$ cat src/rtl/i2c_slave.sv
// I2C target (responder). Oversamples sclk/sda on the system clock, detects
// START/STOP, matches a 7-bit address, receives write bytes into rx_data and
// serves read bytes from tx_data. SDA is driven open-drain through sda_oe.
module i2c_slave #(
    parameter logic [6:0] ADDR = 7'h42
) (
    input  logic       clk,
    input  logic       rst,
    input  logic       sclk,
    input  logic       sda_in,
    output logic       sda_oe,
    input  logic [7:0] tx_data,
    output logic       tx_load,
    output logic [7:0] rx_data,
    output logic       rx_valid,
    output logic [3:0] state,
    output logic       busy
);

    typedef enum logic [3:0] {
        IDLE     = 4'd0,
        ADDR_RX  = 4'd1,
        ADDR_ACK = 4'd2,
        RX       = 4'd3,
        RX_ACK   = 4'd4,
        TX       = 4'd5,
        TX_ACK   = 4'd6,
        WAIT     = 4'd7
    } state_t;

    state_t     state_q;

    // Synchroniser and history flops for both bus lines.
    logic       scl_s1, scl_s2, scl_h;
    logic       sda_s1, sda_s2, sda_h;

    // Bus event strobes, one clk wide.
    logic       scl_rise, scl_fall;
    logic       start_det, stop_det;

    // Bit bookkeeping and shift registers.
    logic [2:0] bit_cnt;
    logic       byte_done;
    logic [7:0] shreg;
    logic [6:0] tx_rest;
    logic       rw;
    logic       mack;

    // Two-flop synchronisers plus a history flop; reset to 1 so an idle bus
    // never looks like an edge coming out of reset.
    always_ff @(posedge clk) begin
        // NOTE: sequential state uses non-blocking assignments so every flop
        // samples the pre-edge value of its neighbours, like real hardware.
        if (rst) begin
            scl_s1 <= 1'b1;
            scl_s2 <= 1'b1;
            scl_h  <= 1'b1;
            sda_s1 <= 1'b1;
            sda_s2 <= 1'b1;
            sda_h  <= 1'b1;
        end else begin
            scl_s1 <= sclk;
            scl_s2 <= scl_s1;
            scl_h  <= scl_s2;
            sda_s1 <= sda_in;
            sda_s2 <= sda_s1;
            sda_h  <= sda_s2;
        end
    end

    assign scl_rise  = scl_s2 & ~scl_h;
    assign scl_fall  = ~scl_s2 & scl_h;
    assign start_det = scl_s2 & scl_h & sda_h & ~sda_s2;
    assign stop_det  = scl_s2 & scl_h & ~sda_h & sda_s2;

    // Protocol FSM: all outputs registered; START/STOP override every state.
    always_ff @(posedge clk) begin
        if (rst) begin
            state_q   <= IDLE;
            sda_oe    <= 1'b0;
            tx_load   <= 1'b0;
            rx_data   <= 8'h00;
            rx_valid  <= 1'b0;
            bit_cnt   <= 3'd0;
            byte_done <= 1'b0;
            shreg     <= 8'h00;
            tx_rest   <= 7'h00;
            rw        <= 1'b0;
            mack      <= 1'b1;
        end else begin
            tx_load  <= 1'b0;
            rx_valid <= 1'b0;

            if (stop_det) begin
                state_q   <= IDLE;
                sda_oe    <= 1'b0;
                bit_cnt   <= 3'd0;
                byte_done <= 1'b0;
            end else if (start_det) begin
                state_q   <= ADDR_RX;
                sda_oe    <= 1'b0;
                bit_cnt   <= 3'd0;
                byte_done <= 1'b0;
            end else begin
                // NOTE: a default arm plus registers holding their value keeps
                // this block free of unintended latch/hold ambiguity.
                unique case (state_q)
                    IDLE: ;

                    ADDR_RX: begin
                        if (scl_rise && !byte_done) begin
                            shreg   <= {shreg[6:0], sda_s2};
                            bit_cnt <= bit_cnt + 3'd1;
                            if (bit_cnt == 3'd7) byte_done <= 1'b1;
                        end else if (scl_fall && byte_done) begin
                            byte_done <= 1'b0;
                            if (shreg[7:1] == ADDR) begin
                                rw      <= shreg[0];
                                sda_oe  <= 1'b1;
                                state_q <= ADDR_ACK;
                            end else begin
                                state_q <= WAIT;
                            end
                        end
                    end

                    ADDR_ACK: begin
                        if (scl_fall) begin
                            if (!rw) begin
                                sda_oe  <= 1'b0;
                                state_q <= RX;
                            end else begin
                                tx_load <= 1'b1;
                                tx_rest <= tx_data[6:0];
                                sda_oe  <= ~tx_data[7];
                                state_q <= TX;
                            end
                        end
                    end

                    RX: begin
                        if (scl_rise && !byte_done) begin
                            shreg   <= {shreg[6:0], sda_s2};
                            bit_cnt <= bit_cnt + 3'd1;
                            if (bit_cnt == 3'd7) begin
                                byte_done <= 1'b1;
                                rx_data   <= {shreg[6:0], sda_s2};
                                rx_valid  <= 1'b1;
                            end
                        end else if (scl_fall && byte_done) begin
                            byte_done <= 1'b0;
                            sda_oe    <= 1'b1;
                            state_q   <= RX_ACK;
                        end
                    end

                    RX_ACK: begin
                        // Every byte is acknowledged; there is no backpressure.
                        if (scl_fall) begin
                            sda_oe  <= 1'b0;
                            bit_cnt <= 3'd0;
                            state_q <= RX;
                        end
                    end

                    TX: begin
                        if (scl_rise && !byte_done) begin
                            bit_cnt <= bit_cnt + 3'd1;
                            if (bit_cnt == 3'd7) byte_done <= 1'b1;
                        end else if (scl_fall) begin
                            if (byte_done) begin
                                byte_done <= 1'b0;
                                sda_oe    <= 1'b0;
                                state_q   <= TX_ACK;
                            end else begin
                                sda_oe  <= ~tx_rest[6];
                                tx_rest <= {tx_rest[5:0], 1'b0};
                            end
                        end
                    end

                    TX_ACK: begin
                        if (scl_rise) begin
                            mack <= sda_s2;
                        end else if (scl_fall) begin
                            if (!mack) begin
                                tx_load <= 1'b1;
                                tx_rest <= tx_data[6:0];
                                sda_oe  <= ~tx_data[7];
                                bit_cnt <= 3'd0;
                                state_q <= TX;
                            end else begin
                                sda_oe  <= 1'b0;
                                state_q <= WAIT;
                            end
                        end
                    end

                    WAIT: ;

                    default: begin
                        sda_oe  <= 1'b0;
                        state_q <= IDLE;
                    end
                endcase
            end
        end
    end

    assign state = state_q;
    assign busy  = (state_q != IDLE);

endmodule

$ cat config.mk
export PLATFORM = sky130hd
export DESIGN_NAME = i2c_slave
export DESIGN_NICKNAME = d
export VERILOG_FILES = /design/src/rtl/i2c_slave.sv
export SDC_FILE = /design/constraint.sdc
export NUM_CORES = 1
export LEC_CHECK = 0
export CAP_MARGIN = 20
export CORE_UTILIZATION = 52
export DETAILED_ROUTE_END_ITERATION = 8
export GPL_TIMING_DRIVEN = 0
export PLACE_DENSITY = 0.78
export SYNTH_ARGS = -nofsm -noshare
export SYNTH_HDL_FRONTEND = slang
export SYNTH_SLANG_ARGS = --single-unit
$ cat constraint.sdc
create_clock -name clk -period 2 [get_ports clk]
set_clock_uncertainty 0.05 [all_clocks]
set_input_delay 0.6 -clock clk [delete_from_list [all_inputs] [get_ports clk]]
set_output_delay 0.6 -clock clk [all_outputs]
set_load 0.02 [all_outputs]
==> impl_metrics.ini, run 1 <==
[setup_path]
max_stage_delay_ns = 0.60
reg2reg_depth = 6
path_class = reg -> out
setup.worst_path.start = rx_data[0]
path_cells = clkdlybuf4s50_1
cp.depth = 1
critPathCaptureType = primary output
r2r-end = tx_rest[1]
cp_max_fo = 2
critical-path-slowest-cell = clkdlybuf4s50_1
r2r_setup_slack_ns = 0.16
crit_end = rx_data[0]
cp_top_family = buffers and inverters
cp.required_ns = 1.35
timing.rr.start = state[1]
worstPathBufferInverterCount = 1
startpoint_type = flop
critical_path_arrival_ns = 1.23

[global_route]
grt_usage = 0.213
grt_pass1_wl_mm = 6.80
grt_pass1_vias = 1552
antenna_found_initial = 0
grt_start_max_net_pins = 12
overflow = 0

[die]
die-area_um2 = 4050
die_y_um = 63.7
die_w_um = 63.7
std_cell_rows = 22
core_um2 = 3660
start_util = 0.540
ioPinCount = 28

[pwr]
ir_worst_vdd_mv = 0.622
p_leak_nw = 0.937
finalPower_mw = 1.41
p_per_area_nw_per_um2 = 593

[job]
max_cap_violations = 0

[worst_hold_path]
hp-class = reg -> reg

[finish]
drive_gt1_frac = 0.141
final_cell_mix = 40 x dfxtp_1, 24 x clkdlybuf4s50_1, 21 x nor2_1
area_growth_pct = 20.4
post-route-util = 0.650
seq_area_um2 = 822
fin_nets = 264
num-fill-cells = 323
diodes = 0
final_common_cell = dfxtp_1
multi_input_area_um2 = 1070
final_cell_area_um2 = 2380

[synthesis]
synth_xor_area_frac = 0.00443
yosysSeqAreaShare = 0.415
synth_top_family_by_area = simple AND/OR/NAND/NOR gates
yosys_register_bits = 41
synth-simple-area-share = 0.256
synthDistinctLibCells = 46
avgSynthCellArea_um2 = 9.12
synth_area_um2 = 1980
synth_compound_area_frac = 0.117
ys.flop_type = dfxtp_1
synthArstFlopShare = 0
synthAdderAreaFrac = 0.0127
synth.area.mux_share = 0.142
syn-num-nets = 231
syn_inst = 217
synth_edf_count = 0
ys_warn_count = 0

[sta]
fin_crit_sh = 0.939
timing.hold.ws_ns = 0.362
slew_violations = 0
rsz0062_at_grt = no
worstMarginPinSlew_ns = 0.504
fin_crit_ns = 1.88
timing.final.ws_setup_ns = 0.123
fmax_mhz = 533
hold_viol_final = 0
finalSetupViolCount = 0
relSlewSlack = 0.659

[cts]
cts_tree = yes
numCtsBuffers = 5
htree_levels = 2
clock_path_buffers = 2
clkTransAtPathRegs_ns = 0.07
cts.sinks = 41
cts_root_buf = clkbuf_8
clock_latency_ns = 0.29

[status]
status = finished, final reports clean

[detailed_routing]
avgViaCountPerCell = 5.41
final_antenna_net_count = 0
drt-met1-wl_mm = 1.92
wirelength_mm = 3.84
num_vias = 1606
wl_met2_mm = 1.68
dr.pass1.iters = 4
drc = 0
wire_per_inst_um = 12.9
wl_met3_um = 202
drt_iter0_drc = 88
maxUsedRoutingLayer = met4

[place]
portBuffers = 26
post-place-ws_ns = -0.296
gp_congestion = 0.861
dpl.hpwl_mm = 2.79
dpl_cell_area_um2 = 2300
## logic make-up (layout without fill, tap and decap cells)
logic type               count (synthesis)  after routing
AND/OR/NAND/NOR                         91             91
flip-flops                              41             41
AO/OA/AOI/OAI                           35             35
other                                    1              1
buffers and inverters                   21             53
XOR/XNOR                                 1              1
adder cells (fa/ha/maj)                  2              2
multiplexers                            25             25
## per-layer routing
layer  track usage  vias to the layer above
li1              -                      828
met1         0.287                      735
met2         0.326                       39
met3        0.0525                        4
met4        0.0767                        0
met5             0                        -
## state kept, by name, indices dropped and copies added (netlist names)
name and flops:
sda_s2 1, state 3, tx_rest 7, byte_done 1
sda_h 1, rx_valid 1, rw 1, bit_cnt 3
rx_data 8, tx_load 1, shreg 8, scl_s2 1
scl_s1 1, mack 1, scl_h 1, sda_s1 1
sda_oe 1
## synth_stat cells (4+ instances only)
| cell | count | share of area |
|---|---|---|
| nor2_1 | 21 | 0.040 |
| nand3_1 | 9 | 0.023 |
| nor2b_1 | 9 | 0.028 |
| buf_2 | 10 | 0.025 |
| mux2i_1 | 19 | 0.096 |
| mux2_4 | 6 | 0.046 |
| o21ai_0 | 4 | 0.010 |
| nor3b_1 | 4 | 0.015 |
| nand2b_1 | 6 | 0.019 |
| nand2_1 | 16 | 0.030 |
| a21oi_1 | 14 | 0.035 |
| nand4b_1 | 5 | 0.022 |
| clkbuf_1 | 5 | 0.0095 |
| or2_2 | 4 | 0.013 |
| dfxtp_1 | 41 | 0.41 |
## worst min path at each step
stage / from / end / slack, ns / cells past startpoint
2_1_floorplan: scl_s1 / scl_s2 / 0.34 / 1
3_3_place_gp: sda_s1 / sda_s2 / 0.34 / 1
3_5_place_dp: scl_s1 / scl_s2 / 0.35 / 1
5_1_grt: scl_s1 / scl_s2 / 0.38 / 1
4_1_cts: scl_s1 / scl_s2 / 0.36 / 1
6_report: scl_s1 / scl_s2 / 0.36 / 1
## final cells by class
type                            count  share of cell area
Multi-Input combinational cell    155               0.448
Tap cell                           48              0.0252
Inverter                            3             0.00473
Sequential cell                    41               0.345
Buffer                             18              0.0394
Timing Repair Buffer               26               0.107
Clock buffer                        5              0.0289
Clock inverter                      1             0.00210
## stage by stage
stage	std cells	TNS [ns]
after global placement	291	-6.56
after floorplan	217	0
after detailed placement	291	-6.62
after global routing	297	0
after CTS	297	0
final	297	0
## where the power goes
| part | leakage [nW] | total, mW | internal, mW | switching, mW |
|---|---|---|---|---|
| Sequential | 0.332 | 0.828 | 0.822 | 0.00599 |
| Clock | 0.0399 | 0.484 | 0.229 | 0.255 |
| Combinational | 0.565 | 0.0985 | 0.0466 | 0.0519 |
## what timing repair did
| action | CTS | global route |
|---|---|---|
| hold buffers | 0 | 0 |
| gates cloned | 0 | 0 |
| resized for setup | 5 | 6 |
| endpoints found under the setup margin | 2 | 22 |
| setup buffers | 0 | 0 |
Note: power is estimated with default switching activity, not from simulation.
==> run 2: changes to the inputs <==
SETUP_SLACK_MARGIN = 0.15   (was not set)
==> impl_metrics.ini, run 2 (same netlist as run 1, synthesis figures left out) <==
[sta]
timing.hold.ws_ns = 0.362
fin_setup_tns_ns = 0
finalSetupViolCount = 0
worstMarginPinSlew_ns = 0.513
fmax_mhz = 555
rsz0062_at_grt = yes
timing.final.ws_setup_ns = 0.197
slew_violations = 0
hold_viol_final = 0
relSlewSlack = 0.653
fin_crit_sh = 0.901
fin_crit_ns = 1.80

[detailed_routing]
num_vias = 1609
drc = 0
wirelength_mm = 3.91
dr.pass1.iters = 4
avgViaCountPerCell = 5.40
final_antenna_net_count = 0
wire_per_inst_um = 13.1
drt_iter0_drc = 83

[cts]
cts.sinks = 41
cts_root_buf = clkbuf_8
htree_levels = 2
numCtsBuffers = 5
clock_latency_ns = 0.29
cts_tree = yes
cts_hold_buf = 0
clock_path_buffers = 2
clkTransAtPathRegs_ns = 0.07

[setup_path]
critical-path-slowest-cell = dfxtp_1
path_class = reg -> out
startpoint_type = flop
cp_max_fo = 9
critical_path_arrival_ns = 1.15
worstPathBufferInverterCount = 3
critPathCaptureType = primary output
max_stage_delay_ns = 0.30
cp.required_ns = 1.35
crit_path_frequent_cell = buf_2
path_cells = buf_2 > nor3_4 > inv_1 > buf_2
cp_top_family = buffers and inverters

[finish]
diodes = 0
final_cell_area_um2 = 2400
final_common_cell = dfxtp_1
num-fill-cells = 324
area_growth_pct = 21.2
top_regs = rx_data: 8 flops, shreg: 8 flops, tx_rest: 7 flops
fin_nets = 265
final_cell_mix = 39 x dfxtp_1, 21 x nor2_1, 19 x mux2i_1
drive_gt1_frac = 0.168

[die]
start_util = 0.540
std_cell_rows = 22
core_um2 = 3660
die-area_um2 = 4050
ioPinCount = 28
die_w_um = 63.7
die_y_um = 63.7

[worst_hold_path]
hp-class = reg -> reg

[global_route]
grt_usage = 0.214
grt_pass1_vias = 1551
overflow = 0
busiest_layer = met2
grtUsageMet3 = 0.0525
grt_use_met2 = 0.326
use_met1 = 0.289
antenna_found_initial = 0
grt_start_max_net_pins = 12
grt_pass1_wl_mm = 6.82

[place]
post-place-ws_ns = -0.296
gp_congestion = 0.861
dpl.hpwl_mm = 2.79
dpl_cell_area_um2 = 2300
portBuffers = 26

[status]
status = finished, final reports clean

[pwr]
p_leak_nw = 1.03
p_per_area_nw_per_um2 = 592
ir_worst_vdd_mv = 0.626

[job]
max_cap_violations = 0
[run 2: area by class of cell]
type / instances / area [um^2] / area share
multi-input cells: 155 / 1080 / 0.449
flip-flops and latches: 41 / 823 / 0.343
repair buffers: 27 / 249 / 0.104
plain buffers: 18 / 103 / 0.0428
clock buffers: 5 / 68.8 / 0.0287
well taps: 48 / 60.1 / 0.0251
inverters: 3 / 11.3 / 0.00470
clock inverters: 1 / 5.00 / 0.00209
[run 2: routing by layer]
layer / part of all wire / vias up / wire, um
li1: - / 831 / -
met1: 0.51 / 737 / 2010
met2: 0.43 / 34 / 1670
met3: 0.041 / 7 / 160
met4: 0.016 / 0 / 61
met5: 0 / - / 0
[run 2: timing repair]
item | CTS | global route
buffers inserted | 0 | 1
setup endpoints to repair | 34 | 32
gates resized for setup | 22 | 12
pin swaps | 1 | 1
[run 2: power breakdown]
| part | leakage (nW) | total [mW] | internal [mW] | switching [mW] |
|---|---|---|---|---|
| sequential | 0.332 | 0.829 | 0.822 | 0.00609 |
| clock | 0.0399 | 0.488 | 0.229 | 0.259 |
| combinational | 0.656 | 0.104 | 0.0499 | 0.0539 |
[run 2: per-stage QoR]
| step | std cells | utilization | total power [mW] |
|---|---|---|---|
| finish | 298 | 0.655 | 1.42 |
| global route | 298 | 0.655 | 1.48 |
| CTS | 297 | 0.647 | 1.43 |
| detailed placement | 291 | 0.628 | 0.946 |
| global placement | 291 | 0.628 | 0.945 |
| floorplan | 217 | - | 0.902 |
[run 2: worst reg2reg max path: cells and delay by family (launching register included)]
kind	cells	cell delay, ns
AO/OA/AOI/OAI	2	0.61
XOR/XNOR	1	0.21
buffers and inverters	1	0.15
flip-flops	1	0.36
multiplexers	1	0.30
[run 2: worst paths after layout]
check	from	end	slack (ns)	cells after the start
setup / recovery	state[2]	busy	0.20	4
hold / removal	scl_s1	scl_s2	0.36	1
setup reg to reg	sda_s2	tx_rest[1]	0.23	5
hold reg to reg	scl_s1	scl_s2	0.36	1
==> run 3: changes to the inputs <==
SLEW_MARGIN = 10   (was not set)
==> results of run 3 <==
The final DEF is identical to that of run 2; final timing and power are the same.
